**config.mk**
```make
export PLATFORM = sky130hd
export DESIGN_NAME = uart_rx
export DESIGN_NICKNAME = d
export VERILOG_FILES = /design/src/rtl/uart_pkg.sv /design/src/rtl/sync_2ff.sv /design/src/rtl/uart_rx.sv
export SDC_FILE = /design/constraint.sdc
export NUM_CORES = 1
export LEC_CHECK = 0
export BUFFER_PORTS_ARGS = -buffer_cell sky130_fd_sc_hd__clkbuf_2
export CORE_UTILIZATION = 45
export DETAILED_ROUTE_END_ITERATION = 10
export GPL_ROUTABILITY_DRIVEN = 0
export PLACE_DENSITY = 0.65
export SLEW_MARGIN = 0
export SYNTH_ARGS = -nofsm -noshare
export SYNTH_HDL_FRONTEND = slang
export SYNTH_HIERARCHICAL = 1
export SYNTH_SLANG_ARGS = --single-unit
```
**constraint.sdc**
```tcl
create_clock -name clk -period 2.6 [get_ports clk]
set_input_delay 0.26 -clock clk [delete_from_list [all_inputs] [get_ports clk]]
set_output_delay 0.26 -clock clk [all_outputs]
set_load 0.01 [all_outputs]
```
**src/rtl/uart_pkg.sv**
```systemverilog
// uart_pkg: shared UART constants, receiver FSM state type and the
// bit-period helper used by uart_rx (and by uart_tx once it migrates).
package uart_pkg;

    localparam int UART_CLK_FREQ = 100_000_000;
    localparam int UART_BAUD     = 115_200;

    typedef enum logic [1:0] {
        IDLE,
        START,
        DATA,
        STOP
    } state_t;

    // Clocks per bit period, truncated (868 for the defaults).
    function automatic int clk_per_bit(input int clk_freq,
                                       input int baud);
        return clk_freq / baud;
    endfunction

endpackage

```
**src/rtl/sync_2ff.sv**
```systemverilog
// sync_2ff: two-flop synchronizer for one asynchronous input bit.
// Ports: clk, rst (sync, active high), d (async in), q (synced out).
// RST_VAL sets the value both flops take in reset.
module sync_2ff #(
    parameter logic RST_VAL = 1'b0
) (
    input  logic clk,
    input  logic rst,
    input  logic d,
    output logic q
);

    logic meta;

    always_ff @(posedge clk) begin
        if (rst) begin
            meta <= RST_VAL;
            q    <= RST_VAL;
        end else begin
            meta <= d;
            q    <= meta;
        end
    end

endmodule

```
**src/rtl/uart_rx.sv**
```systemverilog
// uart_rx: 8N1 UART receiver, LSB first, idle-high line.
// Ports: clk, rst (sync, active high), rx (async pin) ->
//   data[7:0] (last good byte), valid / frame_err (1-cycle pulses),
//   busy (start detected until back in IDLE).
// Build option: define UART_RX_MAJORITY_EN for 2-of-3 bit voting.
module uart_rx
    import uart_pkg::*;
#(
    parameter int CLK_FREQ = UART_CLK_FREQ,
    parameter int BAUD     = UART_BAUD
) (
    input  logic       clk,
    input  logic       rst,
    input  logic       rx,
    output logic [7:0] data,
    output logic       valid,
    output logic       frame_err,
    output logic       busy
);

    localparam int CLK_PER_BIT = clk_per_bit(CLK_FREQ, BAUD);
    localparam int CW          = $clog2(CLK_PER_BIT);

    localparam logic [CW-1:0] HALF_LOAD = CW'(CLK_PER_BIT / 2 - 1);
    localparam logic [CW-1:0] BIT_LOAD  = CW'(CLK_PER_BIT - 1);

    state_t        state;
    state_t        state_nx;
    logic [CW-1:0] cnt;
    logic [CW-1:0] cnt_nx;
    logic [2:0]    bit_idx;
    logic [2:0]    bit_idx_nx;
    logic [7:0]    shreg;
    logic [7:0]    shreg_nx;
    logic [7:0]    data_nx;
    logic          valid_nx;
    logic          ferr_nx;
    logic          busy_nx;

    logic rx_s;
    logic rx_prev;
    logic bit_val;
    logic fall;
    logic expire;

    sync_2ff #(
        .RST_VAL(1'b1)
    ) u_sync (
        .clk(clk),
        .rst(rst),
        .d  (rx),
        .q  (rx_s)
    );

`ifdef UART_RX_MAJORITY_EN
    // Vote over the last three rx_s samples (counter at 2, 1, 0),
    // so the decision still lands on the same expiry clock.
    logic rx_prev2;

    always_ff @(posedge clk) begin
        if (rst) begin
            rx_prev2 <= 1'b1;
        end else begin
            rx_prev2 <= rx_prev;
        end
    end

    assign bit_val = (rx_prev2 & rx_prev) |
                     (rx_prev2 & rx_s)    |
                     (rx_prev  & rx_s);
`else
    assign bit_val = rx_s;
`endif

    assign fall   = rx_prev & ~rx_s;
    assign expire = (cnt == '0);

    always_ff @(posedge clk) begin
        if (rst) begin
            rx_prev   <= 1'b1;
            state     <= IDLE;
            cnt       <= '0;
            bit_idx   <= '0;
            shreg     <= '0;
            data      <= '0;
            valid     <= 1'b0;
            frame_err <= 1'b0;
            busy      <= 1'b0;
        end else begin
            rx_prev   <= rx_s;
            state     <= state_nx;
            cnt       <= cnt_nx;
            bit_idx   <= bit_idx_nx;
            shreg     <= shreg_nx;
            data      <= data_nx;
            valid     <= valid_nx;
            frame_err <= ferr_nx;
            busy      <= busy_nx;
        end
    end

    always_comb begin
        state_nx   = state;
        cnt_nx     = cnt;
        bit_idx_nx = bit_idx;
        shreg_nx   = shreg;
        data_nx    = data;
        valid_nx   = 1'b0;
        ferr_nx    = 1'b0;

        if (state != IDLE && !expire) begin
            cnt_nx = cnt - 1'b1;
        end

        unique case (state)
            IDLE: begin
                if (fall) begin
                    state_nx = START;
                    cnt_nx   = HALF_LOAD;
                end
            end
            START: begin
                if (expire) begin
                    if (!bit_val) begin
                        state_nx   = DATA;
                        bit_idx_nx = '0;
                        cnt_nx     = BIT_LOAD;
                    end else begin
                        state_nx = IDLE;
                    end
                end
            end
            DATA: begin
                if (expire) begin
                    shreg_nx   = {bit_val, shreg[7:1]};
                    cnt_nx     = BIT_LOAD;
                    bit_idx_nx = bit_idx + 1'b1;
                    if (bit_idx == 3'd7) begin
                        state_nx = STOP;
                    end
                end
            end
            STOP: begin
                if (expire) begin
                    state_nx = IDLE;
                    if (bit_val) begin
                        data_nx  = shreg;
                        valid_nx = 1'b1;
                    end else begin
                        ferr_nx = 1'b1;
                    end
                end
            end
            default: state_nx = IDLE;
        endcase

        // Held through the pulse cycle so busy drops one clock later.
        busy_nx = (state_nx != IDLE) | valid_nx | ferr_nx;
    end

endmodule

```
==> impl_metrics.tcl, run 1 <==
set metrics [dict create \
    cts-resized-gates 0 \
    routed_wl_um 3340 \
    reg2reg_from "cnt[5]" \
    diodes 0 \
    syn_nets 187 \
    worstPathCellList "or4_4, nor4_4, mux2i_1, nor2_1" \
    pwr-share-comb_pct 16.0 \
    ys_ff_latch 37 \
    path_clk_slew_ns 0.12 \
    power.share.switching_pct 27.9 \
    core-area_mm2 0.00339 \
    yosys_warnings 6 \
    rsz0062_at_grt "no" \
    die_w_um 62.0 \
    rows 21 \
    dpl.hpwl_um 2290 \
    yosysSeqAreaShare_pct 45.8 \
    crit_buf_inv 0 \
    viasPerCell 5.48 \
    ios 14 \
    die_h_um 62.0 \
    fin_nets 203 \
    setup.worst_path.start "cnt[5]" \
    syn_inst 181 \
    yosys.cell_types.count 39 \
    finalSetupViolations 0 \
    skew_ns 0.0141 \
    layout_commonest_cell "dfxtp_1" \
    slowest_stage "nor4_4" \
    worst_r2r_path_depth 4 \
    insertion_delay_ns 0.35 \
    synth_top_cell_by_area "dfxtp_1" \
    crit_arrival_ns 2.25 \
    synth_top_family_by_area "simple AND/OR/NAND/NOR gates" \
    clockBufferDepth 2 \
    synth_top_area_share_pct 45.8 \
    synth_compound_area_share_pct 13.0 \
    synth_xor_area_share_pct 1.08 \
    hold_violations 0 \
    grt_pass1_vias 1229 \
    initial_core_util_pct 47.7 \
    synthMuxAreaShare_pct 6.81 \
    crit_cells 4 \
    initialDrtViolationCount 116 \
    start_kind "register" \
    numCtsBuffers 5 \
    worstSetupPathType "register to register" \
    powerDensity_mw_per_mm2 655 \
    num-fill-cells 324 \
    antenna_found_initial 0 \
    drive_gt1_share_pct 15.7 \
    syn_to_final_growth_pct 12.7 \
    status "finished clean" \
    via_count 1337 \
    cts_tree "built" \
    cts_hold_buf 0 \
    dr.pass1.iters 7 \
    finalMaxSlewViolations 0 \
    internal_power_uw 860 \
    hold_class "primary input to register" \
    critPathMaxStageDelay_ns 0.62 \
    p_switching_uw 333 \
    grt_max_degree 36 \
    port_buffers 13 \
    yosys.area_share.simple_pct 27.7 \
    synthTopCellsByArea "dfxtp_1, mux2i_1, a21oi_1, nor2_1, nand3_1" \
    wl_per_cell_um 13.7 \
    htreeDepth 2 \
    seqPwrFrac_pct 50.6 \
    max-cap-violations 0 \
    crit_path_end_kind "register" \
    fin_area_mm2 0.00182 \
    postPlaceCellArea_mm2 0.00174 \
    r2r_slack_ns 0.57 \
    tns_ns 0 \
    ant_nets 0 \
    min_from "rx" \
    overflow 0 \
    dieArea_mm2 0.00384 \
    post_cts_buffers 0 \
    power_mw 1.19 \
    layout_common_cells "dfxtp_1, nor2_1, a21oi_1, nand2_1, clkbuf_2" \
    cp_top_family "simple AND/OR/NAND/NOR gates" \
    grt_pass1_wl_um 5600 \
    relSlewSlack_pct 38.2 \
    ir_drop_uv 415 \
    power_frac_clock_pct 33.4 \
    synthAdderAreaFrac_pct 2.32 \
    drc_errors 0 \
    fin_crit_ns 2.03 \
    period_share_pct 78.2 \
    worstHoldEndpoint "u_sync/meta" \
    cp_max_fo 8 \
    cts_root_buffer "clkbuf_4" \
    fmax_ghz 0.492 \
    worst_slew_pin_slew_ns 0.914 \
    critPathRequiredTime_ns 2.82 \
    hold_depth 2 \
    leakagePower_nw 0.661 \
    avgSynthCellArea_um2 8.94 \
    clock-sinks 37 \
    grtUsageTotal_pct 20.3 \
    synth_area_mm2 0.00162 \
    worstReg2RegEnd "data[4]" \
]
## area by class of cell
cell class / count / area (um2) / area share (%)
inverter: 5 / 18.8 / 1.03
tap: 46 / 57.6 / 3.16
clock inverter: 2 / 38.8 / 2.13
timing repair buffer: 18 / 103 / 5.63
clock buffer: 6 / 41.3 / 2.26
multi-input combinational: 130 / 823 / 45.2
sequential: 37 / 741 / 40.6
## metrics by stage
stage	std cells	setup WS (ns)	hold WS (ns)	util [%]
after floorplan	181	0.759	0.357	-
after global placement	236	0.575	0.391	51.4
after detailed placement	236	0.570	0.397	51.4
after CTS	244	0.564	0.0652	53.8
after global routing	244	0.451	0.0656	53.8
final	244	0.567	0.0773	53.8
## metal layers
layer  vias up  share of wire, %  global-route usage (%)
li1        684                 -                       -
met1       618                48                    25.3
met2        29                45                    31.8
met3         6               4.3                    6.21
met4         0               1.8                    10.5
met5         -                 0                       0
## sequential cells by signal, summed over array words and instances (netlist names)
signal and cells:
frame_err 1, busy 1, valid 1, rx_prev 1
u_sync/q 1, state 2, bit_idx 3, u_sync/meta 1
shreg 8, cnt 10, data 8
## power groups by stage
stage	clock (mW)	sequential, mW	combinational [mW]
after floorplan	0	0.610	0.144
after global placement	0	0.615	0.190
after detailed placement	0	0.616	0.191
after CTS	0.412	0.603	0.191
after global routing	0.443	0.607	0.209
final	0.398	0.604	0.191
## cell usage after synthesis
master     instances
dfxtp_1           37
nor2_1            18
a21oi_1           16
nand2_1           15
nand3_1           12
mux2i_1           11
clkbuf_1           8
a31oi_1            6
nand2b_1           6
inv_1              5
nor3_1             5
ha_1               3
nor4_1             3
or3_1              3
a311oi_1           2
nand3b_1           2
nor2b_1            2
nor4_4             2
nor4b_1            2
o21ai_0            2
or2_1              2
xnor2_1            2
a2111oi_0          1
a211oi_1           1
a41oi_1            1
and2_1             1
and3_1             1
buf_2              1
nand4_1            1
nor3_2             1
nor3b_1            1
o2111ai_1          1
o22ai_1            1
o31a_1             1
o31ai_1            1
o32ai_1            1
or2_2              1
or4_4              1
or4b_2             1
## how the worst max path moves through the flow
| stage | endpoint |
|---|---|
| 2_1_floorplan | data[0] |
| 3_3_place_gp | bit_idx[0] |
| 3_5_place_dp | data[6] |
| 4_1_cts | data[4] |
| 5_1_grt | data[4] |
| 6_report | data[4] |
## kinds of logic (layout without fill, tap and decap cells)
| family | Yosys count | in the layout |
|---|---|---|
| XOR/XNOR | 2 | 2 |
| multiplexers | 11 | 11 |
| AO/OA/AOI/OAI | 34 | 34 |
| AND/OR/NAND/NOR | 80 | 80 |
| buffers and inverters | 14 | 31 |
| flip-flops | 37 | 37 |
| adder cells (fa/ha/maj) | 3 | 3 |
## worst register-to-register path, delay by kind of cell, from the launching register on
| kind | cells | cell delay, ns |
|---|---|---|
| multiplexers | 1 | 0.27 |
| flip-flops | 1 | 0.39 |
| AND/OR/NAND/NOR | 3 | 1.25 |
(Power assumes the default switching activity.)
==> run 2, diff against run 1 <==
- ABC_AREA: not set -> 1
- clock period: 2.6 -> 2 ns (I/O delays scaled with it)
==> run 2 against run 1 <==
Against the previous run:
- routed wire length fell by 9.4%
- synthesized area rose by 1.0%
- utilization fell by 0.45 points
- clock power rose by 28%
- sequential power rose by 28%
- critical endpoint is now cnt[8]
- power rose by 28%
- largest cell class unchanged
- via count fell by 0.45%
- combinational power rose by 28%
- maximum frequency rose by 15%
==> impl_metrics.tcl, run 2 <==
set metrics [dict create \
    worstSetupPathType "register to register" \
    grt_pass1_vias 1260 \
    setup.worst_path.start "cnt[0]" \
    rsz0062_at_grt "no" \
    max-cap-violations 0 \
    syn_nets 209 \
    dpl.hpwl_um 2150 \
    min_from "rx" \
    dpl_worst_slack_ns 0.253 \
    cts-resized-gates 0 \
    port_buffers 13 \
    drc_errors 0 \
    clockBufferDepth 2 \
    worstHoldEndpoint "u_sync/meta" \
    worst_r2r_path_depth 10 \
    place_inst 259 \
    synth_area_mm2 0.00163 \
    drive_gt1_share_pct 19.5 \
    initialDrtViolationCount 55 \
    overflow 0 \
    post_cts_buffers 0 \
    syn_to_final_growth_pct 11.5 \
    yosysMostFrequentCell "dfxtp_1" \
    critPathRequiredTime_ns 2.27 \
    tns_ns 0 \
    grt_max_degree 25 \
    core-area_mm2 0.00342 \
    postPlaceCellArea_mm2 0.00174 \
    critPathMaxStageDelay_ns 0.31 \
    yosys.cell_types.count 28 \
    async_reset_ff_share_pct 0 \
    fmax_ghz 0.568 \
    crit_path_end_kind "register" \
    status "finished clean" \
    layout_commonest_cell "dfxtp_1" \
    ios 14 \
    yosys-top-cells-count "dfxtp_1, inv_1, a21oi_1" \
    synth_flop_cell "dfxtp_1" \
    regMostFlops "cnt" \
    fin_crit_ns 1.76 \
    synth_top_area_share_pct 45.3 \
    reg2reg_from "cnt[0]" \
    synth_edf_count 0 \
    hold_depth 3 \
    via_count 1331 \
    skew_ns 0.0121 \
    crit_arrival_ns 2.03 \
    largest_reg_flops 10 \
    finalMaxSlewViolations 0 \
    viasPerCell 4.99 \
    path_clk_slew_ns 0.11 \
    diodes 0 \
    syn_inst 203 \
    antenna_found_initial 0 \
    slowest_stage "dfxtp_1" \
    stdcell_count 267 \
    worst_slew_pin_slew_ns 0.375 \
    fin_util_pct 53.3 \
    period_share_pct 88.1 \
    largestRegisters "cnt (10), data (8), shreg (8)" \
    die_h_um 62.3 \
    wl_per_cell_um 11.3 \
    insertion_delay_ns 0.34 \
    htreeDepth 2 \
    leakagePower_nw 0.792 \
    yosys_warnings 6 \
    ir_drop_uv 479 \
    initial_core_util_pct 47.8 \
    layout_common_cells "dfxtp_1, inv_1, a21oi_1, o21ai_0, nand2_1" \
    rows 21 \
    relSlewSlack_pct 74.9 \
    cts_root_buffer "clkbuf_4" \
    powerDensity_mw_per_mm2 838 \
    r2r_slack_ns 0.24 \
    cts_hold_buf 0 \
    ant_nets 0 \
    fin_nets 226 \
    finalSetupViolations 0 \
    start_kind "register" \
    cts_tree "built" \
    hold_violations 0 \
    clock-sinks 37 \
    ys_ff_latch 37 \
    dieArea_mm2 0.00388 \
    hold_ws_ns 0.0381 \
    avgSynthCellArea_um2 8.05 \
    register_area_um2 741 \
    multi_input_area_um2 747 \
    synthTopCellsByArea "dfxtp_1, a21oi_1, o21ai_0, inv_1, nand2_1" \
    worstReg2RegEnd "cnt[8]" \
    numCtsBuffers 5 \
    dr.pass1.iters 4 \
    num-fill-cells 341 \
    fin_area_mm2 0.00182 \
    die_w_um 62.3 \
    worstPathCellList "inv_1, ha_1, nand2_2, nor2_4, nand3_4, nor2_4, a21oi_2, nand2_1, inv_1, a21oi_1" \
    cp_max_fo 11 \
    fin_ws_ns 0.238 \
    grt_pass1_wl_um 5620 \
    yosysSeqAreaShare_pct 45.3 \
    hold_class "primary input to register" \
    grtUsageTotal_pct 18.6 \
    power_mw 1.53 \
    synth_top_cell_by_area "dfxtp_1" \
    routed_wl_um 3030 \
]
-- run 2: cells by family after synthesis --
| family | synth area share (%) |
|---|---|
| adders and majority gates | 2.30 |
| DFF | 45.3 |
| buffers and inverters | 8.96 |
| and+or+nand+nor | 23.5 |
| AOI/OAI and AO/OA | 17.2 |
| xor gates and xnor gates | 2.68 |
-- run 2: final cells by class --
cell class	instances	area share (%)
Clock inverter	2	2.13
Timing Repair Buffer	14	3.98
Multi-Input combinational cell	129	41.0
Inverter	33	6.80
Tap cell	46	3.16
Sequential cell	37	40.7
Clock buffer	6	2.27
-- run 2: metal layers --
metal  track usage (%)  share of wire (%)  wire length [um]
met2              29.0                 45              1350
met3              7.35                3.7               111
met4              6.40               0.69                21
met1              23.2                 51              1540
met5                 0                  0                 0
-- run 2: how the worst max path moves through the flow --
stage,end,cells after the start
3_3_place_gp,bit_idx[2],11
4_1_cts,cnt[8],10
5_1_grt,cnt[5],10
6_report,cnt[8],10
2_1_floorplan,bit_idx[2],12
3_5_place_dp,bit_idx[2],11
-- run 2: worst max-delay path, delay by kind of cell, from the launching register on --
family                   cells  cell delay, ns
buffers and inverters        2            0.18
AO/OA/AOI/OAI                2            0.22
AND/OR/NAND/NOR              5            0.77
adder cells (fa/ha/maj)      1            0.20
flip-flops                   1            0.31
-- run 2: power breakdown --
group,internal [mW],switching (mW),total [mW]
clock network,0.266,0.242,0.508
logic,0.0729,0.171,0.244
registers,0.760,0.0149,0.775
total,1.10,0.428,1.53
